$ cat config.mk
export PLATFORM = sky130hd
export DESIGN_NAME = d_search_ctrl
export DESIGN_NICKNAME = d
export VERILOG_FILES = /design/src/rtl/d_search_pkg.sv /design/src/rtl/d_mod_check.sv /design/src/rtl/d_search_ctrl.sv
export SDC_FILE = /design/constraint.sdc
export NUM_CORES = 1
export LEC_CHECK = 0
export ABC_AREA = 0
export BUFFER_PORTS_ARGS = -buffer_cell sky130_fd_sc_hd__clkbuf_2
export CORE_UTILIZATION = 70
export DETAILED_ROUTE_END_ITERATION = 16
export GPL_ROUTABILITY_DRIVEN = 0
export PLACE_DENSITY = 0.89
export SYNTH_ARGS = -nofsm -noshare
export SYNTH_HDL_FRONTEND = slang
export SYNTH_SLANG_ARGS = --single-unit
$ cat constraint.sdc
create_clock -name clk -period 37.9 [get_ports clk]
set_clock_uncertainty 0.1 [all_clocks]
set_input_delay 5.685 -clock clk [delete_from_list [all_inputs] [get_ports clk]]
set_output_delay 5.685 -clock clk [all_outputs]
set_load 0.005 [all_outputs]
$ cat src/rtl/d_search_pkg.sv
// Shared definitions for the modular-inverse search controller:
// state encoding and default operand widths.
package d_search_pkg;

    // Default exponent width; d, L and candidate are twice this wide.
    localparam int SIZE_DEF = 4;
    localparam int E_W      = SIZE_DEF;
    localparam int D_W      = 2 * SIZE_DEF;
    localparam int P_W      = 3 * SIZE_DEF;

    typedef enum logic [1:0] {
        S_IDLE  = 2'd0,
        S_CHECK = 2'd1,
        S_FOUND = 2'd2,
        S_FAIL  = 2'd3
    } state_t;

    // Width of the full cand*e product for a given exponent width.
    function automatic int prod_width(input int sz);
        return 3 * sz;
    endfunction

endpackage

$ cat src/rtl/d_mod_check.sv
// Combinational test of one candidate: match when (cand * e) mod L == 1.
// The product is formed at full width so no high bits are lost.
module d_mod_check
    import d_search_pkg::*;
#(
    parameter int size = SIZE_DEF
) (
    input  logic [2*size-1:0] i_cand,
    input  logic [size-1:0]   i_e,
    input  logic [2*size-1:0] i_L,
    output logic              o_match
);

    localparam int W_P = prod_width(size);

    logic [W_P-1:0] w_prod;
    logic [W_P-1:0] w_rem;

    // Full-width product, remainder, and comparison against one.
    always_comb begin
        w_prod  = W_P'(i_cand) * W_P'(i_e);
        w_rem   = (i_L != '0) ? (w_prod % W_P'(i_L)) : '0;
        o_match = (i_L != '0) && (w_rem == W_P'(1));
    end

endmodule

$ cat src/rtl/d_search_ctrl.sv
// Sequential search for d with (d * e) mod L == 1, one candidate per cycle.
// Optional feature: define D_SEARCH_STATS_EN to add the iter_cnt output,
// which reports how many candidates the last search examined.
module d_search_ctrl
    import d_search_pkg::*;
#(
    parameter int size = SIZE_DEF
) (
    input  logic              clk,
    input  logic              rst,
    input  logic              start,
    input  logic [size-1:0]   e,
    input  logic [2*size-1:0] L,
    output logic              busy,
    output logic              done,
    output logic              fail,
`ifdef D_SEARCH_STATS_EN
    output logic [2*size-1:0] iter_cnt,
`endif
    output logic [2*size-1:0] d_out
);

    localparam int W_E = size;
    localparam int W_D = 2 * size;

    state_t         r_state;
    logic [W_D-1:0] r_cand;
    logic [W_E-1:0] r_e;
    logic [W_D-1:0] r_L;
    logic           w_match;
    logic           w_accept;
    logic           w_illegal;

    // A start is only honoured in IDLE; illegal operands skip the search.
    assign w_accept  = (r_state == S_IDLE) && start;
    assign w_illegal = (L < W_D'(2)) || (e == '0);

    d_mod_check #(
        .size (size)
    ) u_mod_check (
        .i_cand  (r_cand),
        .i_e     (r_e),
        .i_L     (r_L),
        .o_match (w_match)
    );

    // Operand capture; holds steady for the whole search.
    always_ff @(posedge clk) begin
        if (!rst && w_accept) begin
            r_e <= e;
            r_L <= L;
        end
    end

    // Search FSM with registered busy/done/fail/d_out.
    always_ff @(posedge clk) begin
        if (rst) begin
            r_state <= S_IDLE;
            r_cand  <= '0;
            d_out   <= '0;
            busy    <= 1'b0;
            done    <= 1'b0;
            fail    <= 1'b0;
        end else begin
            done <= 1'b0;
            fail <= 1'b0;
            case (r_state)
                S_IDLE: begin
                    busy <= 1'b0;
                    if (start) begin
                        busy    <= 1'b1;
                        r_cand  <= W_D'(1);
                        r_state <= w_illegal ? S_FAIL : S_CHECK;
                    end
                end
                S_CHECK: begin
                    if (w_match) begin
                        d_out   <= r_cand;
                        r_state <= S_FOUND;
                    end else if (r_cand == r_L - W_D'(1)) begin
                        r_state <= S_FAIL;
                    end else begin
                        r_cand <= r_cand + W_D'(1);
                    end
                end
                S_FOUND: begin
                    done    <= 1'b1;
                    r_state <= S_IDLE;
                end
                S_FAIL: begin
                    fail    <= 1'b1;
                    d_out   <= '0;
                    r_state <= S_IDLE;
                end
                default: r_state <= S_IDLE;
            endcase
        end
    end

`ifdef D_SEARCH_STATS_EN
    // Count CHECK cycles of the current search; cleared on each accepted start.
    always_ff @(posedge clk) begin
        if (rst) begin
            iter_cnt <= '0;
        end else if (w_accept) begin
            iter_cnt <= '0;
        end else if (r_state == S_CHECK) begin
            iter_cnt <= iter_cnt + W_D'(1);
        end
    end
`endif

endmodule

==> results.txt <==
Multi-input gate area - 0.00579 mm²
fin area - 0.00722 mm²
Startpoint Class - register
GR Overflow Total - 0
worst path arrival time - 27.32 ns
chip height - 102 µm
Hold Slack - 0.383 ns
FF-to-FF setup slack - 10.68 ns
Sum Neg Setup Slack - 0 ns
outcome - completed
synth top area cells - ha_1 16%, dfxtp_1 6.0%, edfxtp_1 5.2%
FF-to-FF End - d_out[5]$_SDFFE_PP0P_
Max-Cap Viols - 0
post-cts repair resize count - 0
Worst EP required - 38.00 ns
maximum fanout along the worst path - 20
Hold Crit Class - register to register
worst relative slew slack - 0.119
cell mode on critical path - ha_1
Final Cycle Share - 0.718
setup violators final - 0
final net count - 1054
Leakage Power - 3.36 nW
# hold bufs at CTS - 0
Cell variety after synth - 88
Synth Instances - 933
number of flops mapped to enable cells by yosys - 12
fillers - 766
Max clock buf depth - 2
vias in the first global route - 6375
# IOs - 26
Fin. Hold Viols - 0
reg2reg path depth - 104
Die X - 102 µm
Worst-Skew Late Latency - 0.28 ns
Mapped Area - 0.00695 mm²
area grow syn2layout - 3.89%
setup bufs post-CTS - 0
antenna cells - 0
IR drop worst, VDD - 0.0375 mV
Max Slew Vio Count - 0
Detailed Route Iter0 Violations - 469
RSZ-0062 raised after global routing - no
most frequent cells in the layout - 90 x nand2_1, 88 x ha_1, 77 x nor2_1
most common cell after layout, fill and taps aside - nand2_1
layout cells sized above 1 - 0.0809
IO buf count - 25
top-area cell type share of the netlist area - 0.158
Hold EP - d_out[2]$_SDFFE_PP0P_
Worst path max stage delay - 1.11 ns
leading area contributor after synthesis - ha_1
Non-Filler Instances - 1072
largest net degree at the start of global routing - 21
P per Cell Area - 24.4 mW/mm²
post-detailed-route count of antenna-violating nets - 0
first-pass GRT wire length - 29.1 mm
aggregate global-route resource usage - 0.349
Net Count, Synth - 1049
FMAX - 36.7 MHz
Yosys reg bits - 33
Tightest Pin Transition - 1.29 ns
CTS root buf - clkbuf_8
# DRC - 0
area occupied by registers - 781 µm²
initial antenna violation count - 0
routed via count - 7151
DIE AREA - 0.0103 mm²
asr flop ratio synth - 0
dpl hpwl - 14.0 mm
reg2reg start - r_cand[0]$_SDFFE_PP0P_
CTS Buf Count - 5
Crit. End Element - register
CTS sink count - 33
final worst-path setup slack - 10.68 ns
Worst Hold Path Cells - 2
Worst-path clk slew - 0.07 ns
initial core utilization - 0.718
vias per std cell - 6.67
CTS H-tree depth - 2
pre-CTS setup slack - 11.22 ns
Avg WL per Cell - 17.1 µm
hold_sp - d_out[2]$_SDFFE_PP0P_
crit path time final - 27.22 ns
DRT Wirelength - 18.3 mm
Setup CP Type - register to register
Seq/Total Area, Yosys - 0.112
Site Rows - 36
core area - 0.00968 mm²
Syn Area/Cell - 7.45 µm²
Placed Area - 0.00711 mm²
ys flop type - dfxtp_1
DR pass1 iterations - 5
yosys warns - 0
TritonCTS clock tree - built
Worst path slowest cell - a2111oi_0
placed insts - 1064
==> state kept, by name, indices dropped and copies added, names as in the netlist <==
name	cells
busy	1
d_out	8
done	1
fail	1
r_L	8
r_cand	8
r_e	4
r_state	2
==> metrics by stage <==
step                 util  power (mW)
floorplan               -       0.123
global placement    0.734       0.140
detailed placement  0.734       0.143
CTS                 0.746       0.174
global route        0.746       0.189
finish              0.746       0.176
==> synth_stat cells, types with 11 or more instances <==
cell type,n
a21o_1,15
a21oi_1,60
a31oi_1,16
and2_1,31
clkbuf_1,19
dfxtp_1,21
edfxtp_1,12
fa_1,13
ha_1,88
inv_1,64
nand2_1,90
nand3_1,25
nand4_1,15
nor2_1,77
nor3_1,29
o211ai_1,14
o21a_1,18
o21ai_0,47
or2_2,11
or3_1,30
xnor2_1,19
xor2_1,27
==> final cells by class <==
| class | count | area share |
|---|---|---|
| Timing Repair Buffer | 26 | 0.0184 |
| Sequential cell | 33 | 0.108 |
| Multi-Input combinational cell | 807 | 0.801 |
| Clock buffer | 8 | 0.0154 |
| Tap cell | 133 | 0.0230 |
| Inverter | 65 | 0.0338 |
==> worst max path at each step <==
stage	startpoint	to	cells after the start
5_1_grt	r_cand[0]$_SDFFE_PP0P_	r_cand[4]$_SDFFE_PP0P_	104
2_1_floorplan	r_cand[0]$_SDFFE_PP0P_	r_cand[6]$_SDFFE_PP0P_	111
4_1_cts	r_cand[0]$_SDFFE_PP0P_	d_out[5]$_SDFFE_PP0P_	103
3_5_place_dp	r_cand[0]$_SDFFE_PP0P_	d_out[5]$_SDFFE_PP0P_	103
3_3_place_gp	r_cand[0]$_SDFFE_PP0P_	d_out[3]$_SDFFE_PP0P_	102
6_report	r_cand[0]$_SDFFE_PP0P_	d_out[5]$_SDFFE_PP0P_	104
==> kinds of logic after synthesis <==
kind of cell,Yosys count,synth area share
adder cells (fa/ha/maj),101,0.196
AO/OA/AOI/OAI,261,0.266
AND/OR/NAND/NOR,378,0.280
buffers and inverters,93,0.0553
flip-flops,33,0.112
multiplexers,21,0.0322
XOR/XNOR,46,0.0580
==> worst max-delay path, delay by kind of cell, from the launching register on <==
| kind | cells | cell delay, ns |
|---|---|---|
| multiplexers | 5 | 1.63 |
| AO/OA/AOI/OAI | 53 | 13.55 |
| adder cells (fa/ha/maj) | 15 | 5.06 |
| XOR/XNOR | 1 | 0.14 |
| flip-flops | 1 | 0.54 |
| AND/OR/NAND/NOR | 24 | 5.50 |
| buffers and inverters | 6 | 0.60 |
==> layer usage <==
metal | global-route usage | up-vias | part of all wire
met2 | 0.579 | 296 | 0.46
li1 | - | 3477 | -
met4 | 0.136 | 0 | 0.032
met5 | 0 | - | 0
met3 | 0.0504 | 60 | 0.075
met1 | 0.458 | 3318 | 0.43
==> power breakdown <==
group / switching, mW / leakage, nW / internal [mW]
combinational: 0.0635 / 3.02 / 0.0405
clock: 0.0124 / 0.0566 / 0.0188
sequential: 0.00297 / 0.281 / 0.0381
Power figures use the tool's default switching activity.
